--- src/rtl/axi_read_arbiter_pkg.sv ---
// axi_read_arbiter_pkg: shared state encoding and master indices for the read arbiter
package axi_read_arbiter_pkg;
    typedef enum logic [1:0] {IDLE, ADDR, DATA} arb_state_t;
    localparam int M_ICACHE = 0;
    localparam int M_DCACHE = 1;
endpackage

--- src/rtl/rr_arbiter2.sv ---
// rr_arbiter2: next one-hot grant for two requesters, round-robin or fixed priority to the D-cache
module rr_arbiter2
    import axi_read_arbiter_pkg::*;
#(
    parameter bit RR_EN = 1'b1
) (
    input  logic [1:0] i_req,
    input  logic       i_last_grant,
    output logic [1:0] o_grant
);
    logic w_pick_d;
    always_comb begin
        w_pick_d = !RR_EN || (i_last_grant != 1'(M_DCACHE));
        o_grant  = (i_req != 2'b11) ? i_req : (w_pick_d ? 2'b10 : 2'b01);
    end
endmodule

--- src/rtl/axi_read_arbiter.sv ---
// axi_read_arbiter: shares one AXI read slave between I-cache (m0) and D-cache (m1), one transaction at a time
module axi_read_arbiter
    import axi_read_arbiter_pkg::*;
#(
    parameter bit RR_EN     = 1'b1,
    parameter bit CHECK_LEN = 1'b1
) (
    input  logic        clk,
    input  logic        rst,
    input  logic [31:0] m0_araddr,
    input  logic [7:0]  m0_arlen,
    input  logic [2:0]  m0_arsize,
    input  logic        m0_arvalid,
    output logic        m0_arready,
    output logic [31:0] m0_rdata,
    output logic        m0_rlast,
    output logic        m0_rvalid,
    input  logic        m0_rready,
    input  logic [31:0] m1_araddr,
    input  logic [7:0]  m1_arlen,
    input  logic [2:0]  m1_arsize,
    input  logic        m1_arvalid,
    output logic        m1_arready,
    output logic [31:0] m1_rdata,
    output logic        m1_rlast,
    output logic        m1_rvalid,
    input  logic        m1_rready,
    output logic [31:0] s_araddr,
    output logic [7:0]  s_arlen,
    output logic [2:0]  s_arsize,
    output logic        s_arvalid,
    input  logic        s_arready,
    input  logic [31:0] s_rdata,
    input  logic        s_rlast,
    input  logic        s_rvalid,
    output logic        s_rready,
    output logic [1:0]  grant,
    output logic        busy,
    output logic        len_err
);
    arb_state_t r_state, w_state_nx;
    logic [1:0] r_grant, w_grant_nx, w_arb_grant;
    logic       r_last_grant, w_last_grant_nx;
    logic [7:0] r_beat_cnt, w_beat_cnt_nx, r_exp_len, w_exp_len_nx;
    logic       r_len_err, w_len_err_nx;
    logic       w_sel, w_addr, w_data, w_ar_hs, w_r_hs;

    rr_arbiter2 #(.RR_EN(RR_EN)) u_arb (
        .i_req        ({m1_arvalid, m0_arvalid}),
        .i_last_grant (r_last_grant),
        .o_grant      (w_arb_grant)
    );

    // rst gates the handshakes so they drop in the very cycle reset is raised
    always_comb begin
        w_sel      = r_grant[M_DCACHE];
        w_addr     = (r_state == ADDR) && !rst;
        w_data     = (r_state == DATA) && !rst;
        s_araddr   = w_sel ? m1_araddr : m0_araddr;
        s_arlen    = w_sel ? m1_arlen : m0_arlen;
        s_arsize   = w_sel ? m1_arsize : m0_arsize;
        s_arvalid  = w_addr && (w_sel ? m1_arvalid : m0_arvalid);
        m0_arready = w_addr && r_grant[M_ICACHE] && s_arready;
        m1_arready = w_addr && r_grant[M_DCACHE] && s_arready;
        s_rready   = w_data && (w_sel ? m1_rready : m0_rready);
        m0_rvalid  = w_data && r_grant[M_ICACHE] && s_rvalid;
        m1_rvalid  = w_data && r_grant[M_DCACHE] && s_rvalid;
        m0_rlast   = w_data && r_grant[M_ICACHE] && s_rlast;
        m1_rlast   = w_data && r_grant[M_DCACHE] && s_rlast;
        m0_rdata   = s_rdata;
        m1_rdata   = s_rdata;
        w_ar_hs    = s_arvalid && s_arready;
        w_r_hs     = s_rvalid && s_rready;
        grant      = r_grant;
        busy       = r_state != IDLE;
        len_err    = r_len_err;
    end

    always_comb begin
        w_state_nx      = r_state;
        w_grant_nx      = r_grant;
        w_last_grant_nx = r_last_grant;
        w_beat_cnt_nx   = r_beat_cnt;
        w_exp_len_nx    = r_exp_len;
        w_len_err_nx    = r_len_err;
        case (r_state)
            IDLE: if (|w_arb_grant) begin
                w_state_nx = ADDR;
                w_grant_nx = w_arb_grant;
            end
            ADDR: if (w_ar_hs) begin
                w_state_nx    = DATA;
                w_beat_cnt_nx = '0;
                w_exp_len_nx  = s_arlen;
            end
            DATA: if (w_r_hs && s_rlast) begin
                w_state_nx      = IDLE;
                w_grant_nx      = '0;
                w_last_grant_nx = w_sel;
                w_len_err_nx    = r_len_err || (CHECK_LEN && (r_beat_cnt != r_exp_len));
            end else if (w_r_hs) begin
                w_beat_cnt_nx = r_beat_cnt + 8'd1;
            end
            default: w_state_nx = IDLE;
        endcase
    end

    always_ff @(posedge clk) begin
        if (rst) begin
            r_state      <= IDLE;
            r_grant      <= '0;
            r_last_grant <= 1'b1;
            r_beat_cnt   <= '0;
            r_exp_len    <= '0;
            r_len_err    <= 1'b0;
        end else begin
            r_state      <= w_state_nx;
            r_grant      <= w_grant_nx;
            r_last_grant <= w_last_grant_nx;
            r_beat_cnt   <= w_beat_cnt_nx;
            r_exp_len    <= w_exp_len_nx;
            r_len_err    <= w_len_err_nx;
        end
    end
endmodule

--- config.mk ---
export PLATFORM = sky130hd
export DESIGN_NAME = axi_read_arbiter
export DESIGN_NICKNAME = d
export VERILOG_FILES = /design/src/rtl/axi_read_arbiter_pkg.sv /design/src/rtl/rr_arbiter2.sv /design/src/rtl/axi_read_arbiter.sv
export SDC_FILE = /design/constraint.sdc
export NUM_CORES = 1
export LEC_CHECK = 0
export BUFFER_PORTS_ARGS = -buffer_cell sky130_fd_sc_hd__buf_2
export CORE_ASPECT_RATIO = 0.6
export CORE_MARGIN = 5
export CORE_UTILIZATION = 30
export DETAILED_ROUTE_END_ITERATION = 6
export GPL_TIMING_DRIVEN = 1
export PLACE_DENSITY = 0.81
export SLEW_MARGIN = 20
export SYNTH_ARGS = -nofsm -noshare
export SYNTH_HDL_FRONTEND = slang
export SYNTH_SLANG_ARGS = --single-unit
--- constraint.sdc ---
create_clock -name clk -period 2.21 [get_ports clk]
set_input_delay 0.442 -clock clk [delete_from_list [all_inputs] [get_ports clk]]
set_output_delay 0.442 -clock clk [all_outputs]
set_load 0.02 [all_outputs]
==> results_tabular.tex <==
\begin{tabular}{lr}
\hline
Metric & Value \\
\hline
\multicolumn{2}{l}{\textbf{Run status}} \\
\quad Result of the run & finished clean \\
\multicolumn{2}{l}{\textbf{Global route}} \\
\quad Largest net degree at the start of global routing & 29 \\
\quad Wire length of the first global-routing pass & 9660 um \\
\quad Met2 track demand over resource in global routing & 0.175 \\
\quad Gr ovfl total & 0 \\
\quad Busiest grt layer & met1 \\
\quad Fraction of met1 tracks used by global routing & 0.194 \\
\quad Antenna violations before repair & 0 \\
\quad GRT Total Usage & 0.132 \\
\quad Vias in the first global route & 1846 \\
\quad Met3 demand-to-capacity share in global routing & 0.0645 \\
\multicolumn{2}{l}{\textbf{Power and ir drop}} \\
\quad Leakage power of the design & 1.25 nW \\
\quad VDD IR max & 0.000260 V \\
\quad Total power after layout & 1.27 mW \\
\quad Power density over the cells & 483 mW/mm\^{}2 \\
\multicolumn{2}{l}{\textbf{Clock tree}} \\
\quad Post-CTS setup buffers & 0 \\
\quad Reg clk slew, reported paths & 0.06 ns \\
\quad Clock Latency Late Sink & 0.26 ns \\
\quad TritonCTS clock tree & built \\
\quad Buffer type at the clock tree root & sky130\_fd\_sc\_hd\_\_clkbuf\_16 \\
\quad Maximum level of the CTS H-tree & 1 \\
\quad Sinks on Clock Net & 22 \\
\quad \# resized after CTS & 0 \\
\quad Maximum clock path buffer count & 2 \\
\quad CTS Hold Buffers Added & 0 \\
\quad TritonCTS buffer count & 3 \\
\multicolumn{2}{l}{\textbf{STA}} \\
\quad Worst-case hold slack & 0.469 ns \\
\quad Final Max Slew Viols & 0 \\
\quad Actual slew at the worst max-slew pin & 0.372 ns \\
\quad Fmax achieved & 482 MHz \\
\quad Portion of the clock cycle consumed by the worst path in the final layout & 0.939 \\
\quad Fin crit period & 2.07 ns \\
\quad Total negative setup slack & 0 ns \\
\quad Setup repair after global routing missed its margin & no \\
\quad Setup violators final & 0 \\
\quad Setup skew after layout & 0.00441 ns \\
\quad Relative slew slack & 0.749 \\
\quad Endpoints failing hold & 0 \\
\quad Smallest setup slack after layout & 0.136 ns \\
\multicolumn{2}{l}{\textbf{Yosys}} \\
\quad Combined area of all synthesized cells & 0.00216 mm\^{}2 \\
\quad Post-synth net total & 373 \\
\quad Number of synthesis warnings & 0 \\
\quad Number of storage elements in the synthesis netlist & 22 \\
\quad Number of instances in the synthesized netlist & 245 \\
\quad Number of library cell types mapped by synthesis & 38 \\
\quad Mean area per synthesized cell & 8.83 um\^{}2 \\
\quad Register area share after synthesis & 0.204 \\
\multicolumn{2}{l}{\textbf{Floorplanning}} \\
\quad Core box area & 0.00715 mm\^{}2 \\
\quad Initial standard-cell utilization of the core & 0.303 \\
\quad Area of the die & 0.00906 mm\^{}2 \\
\quad Rows & 24 \\
\quad Die height & 75.8 um \\
\quad Count of pins on the block boundary & 246 \\
\quad Die Wd & 120 um \\
\multicolumn{2}{l}{\textbf{Cells and area}} \\
\quad Number of antenna repair diodes & 0 \\
\quad Share of final-layout standard cells stronger than drive strength 1 & 0.639 \\
\quad Count of filler cells inserted in the layout & 742 \\
\quad Layout-stage area growth over the synthesis result & 21.2\% \\
\quad Final net count & 456 \\
\multicolumn{2}{l}{\textbf{Placed design}} \\
\quad Final weighted congestion of routability-driven global placement & 0.838 \\
\quad Port Buffers & 149 \\
\quad Worst slack at placement & 0.384 ns \\
\quad Placed wire-length estimate & 5450 um \\
\multicolumn{2}{l}{\textbf{Detailed routing}} \\
\quad DRC violations left & 0 \\
\quad Detailed-route wire length & 6510 um \\
\quad Number of vias per cell & 4.65 \\
\quad Number of iterations in the first detailed-routing pass & 4 \\
\quad Number of vias after detailed routing & 1942 \\
\quad Number of DRC markers in iteration 0 & 90 \\
\quad Post-detailed-route count of antenna-violating nets & 0 \\
\quad WL per Instance & 15.6 um \\
\multicolumn{2}{l}{\textbf{Setup path}} \\
\quad Critical path capture point type & output pin \\
\quad Data required time at the worst endpoint & 1.77 ns \\
\quad Worst Path Arrival & 1.63 ns \\
\quad Nature of the critical path startpoint & flop \\
\quad Category of the critical setup timing path & reg2out \\
\quad Crit-path max FO & 28 \\
\multicolumn{2}{l}{\textbf{Run}} \\
\quad Max Cap Viol & 0 \\
\multicolumn{2}{l}{\textbf{Min path}} \\
\quad Min-Delay Path Class & reg2reg \\
\hline
\end{tabular}
-- layout make-up --
class | count | area [um^2] | share of cell area
multi-input combinational | 140 | 1150 | 0.438
timing repair buffer | 156 | 811 | 0.309
sequential | 22 | 442 | 0.168
tap | 91 | 114 | 0.0434
clock buffer | 4 | 88.8 | 0.0339
inverter | 5 | 18.8 | 0.00716
-- Yosys cell counts --
| cell | instances | area share |
|---|---|---|
| sky130_fd_sc_hd__a211o_1 | 2 | 0.0081 |
| sky130_fd_sc_hd__a21o_1 | 3 | 0.010 |
| sky130_fd_sc_hd__a21oi_1 | 2 | 0.0046 |
| sky130_fd_sc_hd__a31oi_1 | 5 | 0.014 |
| sky130_fd_sc_hd__a41oi_1 | 1 | 0.0040 |
| sky130_fd_sc_hd__and2_1 | 1 | 0.0029 |
| sky130_fd_sc_hd__and3_1 | 7 | 0.020 |
| sky130_fd_sc_hd__and4_4 | 1 | 0.0052 |
| sky130_fd_sc_hd__buf_2 | 3 | 0.0069 |
| sky130_fd_sc_hd__buf_4 | 65 | 0.23 |
| sky130_fd_sc_hd__buf_6 | 2 | 0.010 |
| sky130_fd_sc_hd__clkbuf_1 | 8 | 0.014 |
| sky130_fd_sc_hd__dfxtp_1 | 22 | 0.20 |
| sky130_fd_sc_hd__ha_1 | 1 | 0.0058 |
| sky130_fd_sc_hd__inv_1 | 5 | 0.0087 |
| sky130_fd_sc_hd__mux2_2 | 43 | 0.22 |
| sky130_fd_sc_hd__mux2_4 | 1 | 0.0069 |
| sky130_fd_sc_hd__mux2i_1 | 10 | 0.046 |
| sky130_fd_sc_hd__nand2_1 | 8 | 0.014 |
| sky130_fd_sc_hd__nand3_1 | 5 | 0.012 |
| sky130_fd_sc_hd__nand3b_1 | 1 | 0.0035 |
| sky130_fd_sc_hd__nand4_1 | 4 | 0.012 |
| sky130_fd_sc_hd__nor2_1 | 14 | 0.024 |
| sky130_fd_sc_hd__nor3_1 | 3 | 0.0069 |
| sky130_fd_sc_hd__nor3b_1 | 2 | 0.0069 |
| sky130_fd_sc_hd__nor4_1 | 3 | 0.0087 |
| sky130_fd_sc_hd__nor4_4 | 1 | 0.0098 |
| sky130_fd_sc_hd__nor4b_1 | 2 | 0.0081 |
| sky130_fd_sc_hd__o211ai_1 | 2 | 0.0069 |
| sky130_fd_sc_hd__o21a_1 | 1 | 0.0035 |
| sky130_fd_sc_hd__o21ai_0 | 3 | 0.0069 |
| sky130_fd_sc_hd__o22a_1 | 1 | 0.0040 |
| sky130_fd_sc_hd__o22ai_1 | 1 | 0.0029 |
| sky130_fd_sc_hd__o32ai_1 | 1 | 0.0040 |
| sky130_fd_sc_hd__o41ai_1 | 1 | 0.0040 |
| sky130_fd_sc_hd__or2_2 | 1 | 0.0029 |
| sky130_fd_sc_hd__or3_4 | 1 | 0.0052 |
| sky130_fd_sc_hd__xnor2_1 | 8 | 0.032 |
-- cell usage in the layout, fill, tap and decap left out, types with 2 or more instances in the layout --
master | netlist | routed
sky130_fd_sc_hd__a211o_1 | 2 | 2
sky130_fd_sc_hd__a21o_1 | 3 | 3
sky130_fd_sc_hd__a21oi_1 | 2 | 2
sky130_fd_sc_hd__a31oi_1 | 5 | 5
sky130_fd_sc_hd__and3_1 | 7 | 7
sky130_fd_sc_hd__buf_2 | 3 | 149
sky130_fd_sc_hd__buf_4 | 65 | 6
sky130_fd_sc_hd__clkbuf_16 | 0 | 3
sky130_fd_sc_hd__dfxtp_1 | 22 | 21
sky130_fd_sc_hd__inv_1 | 5 | 5
sky130_fd_sc_hd__mux2_2 | 43 | 43
sky130_fd_sc_hd__mux2i_1 | 10 | 10
sky130_fd_sc_hd__nand2_1 | 8 | 8
sky130_fd_sc_hd__nand3_1 | 5 | 5
sky130_fd_sc_hd__nand4_1 | 4 | 4
sky130_fd_sc_hd__nor2_1 | 14 | 14
sky130_fd_sc_hd__nor3_1 | 3 | 3
sky130_fd_sc_hd__nor3b_1 | 2 | 2
sky130_fd_sc_hd__nor4_1 | 3 | 3
sky130_fd_sc_hd__nor4b_1 | 2 | 2
sky130_fd_sc_hd__o211ai_1 | 2 | 2
sky130_fd_sc_hd__o21ai_0 | 3 | 3
sky130_fd_sc_hd__xnor2_1 | 8 | 8
-- critical path: stages, from the launching register on --
cell                      delay (ns)
sky130_fd_sc_hd__dfxtp_2        0.56
sky130_fd_sc_hd__buf_12         0.24
sky130_fd_sc_hd__mux2_2         0.38
sky130_fd_sc_hd__buf_2          0.17
-- report_power, final --
part           switching (mW)  total [mW]  internal [mW]
logic                   0.219       0.419          0.200
registers              0.0175       0.423          0.405
clock network           0.148       0.424          0.276
total                   0.384        1.27          0.882
-- routing by layer --
metal	vias up	share of wire
met4	0	0.00061
met5	-	0
met3	2	0.094
met1	879	0.48
li1	959	-
met2	102	0.42
-- registers in the layout (all words and copies together) (netlist names) --
name / cells
r_beat_cnt: 8
grant: 2
r_state: 2
r_exp_len: 8
len_err: 1
r_last_grant: 1
-- cells by family (layout without fill, tap and decap cells) --
family | count (synthesis) | in the layout | synth area share
buffers and inverters | 83 | 165 | 0.265
multiplexers | 54 | 54 | 0.277
AND/OR/NAND/NOR | 54 | 54 | 0.142
AO/OA/AOI/OAI | 23 | 23 | 0.0740
flip-flops | 22 | 22 | 0.204
XOR/XNOR | 8 | 8 | 0.0324
adder cells (fa/ha/maj) | 1 | 1 | 0.00578
-- metrics by stage --
stage               cells  instance area (um^2)   util
finish                418                  2620  0.367
global route          418                  2620  0.367
CTS                   418                  2620  0.367
detailed placement    414                  2530  0.355
global placement      414                  2530  0.355
floorplan             245                  2160      -
-- final timing paths --
| kind | from | end | slack, ns | cells after the start |
|---|---|---|---|---|
| hold reg to reg | len_err | len_err | 0.47 | 2 |
| hold / removal | len_err | len_err | 0.47 | 2 |
| setup / recovery | grant[1] | s_arlen[0] | 0.14 | 3 |
| setup reg to reg | grant[1] | r_beat_cnt[6] | 0.40 | 5 |
No activity file was read; power rests on OpenSTA's default activity.
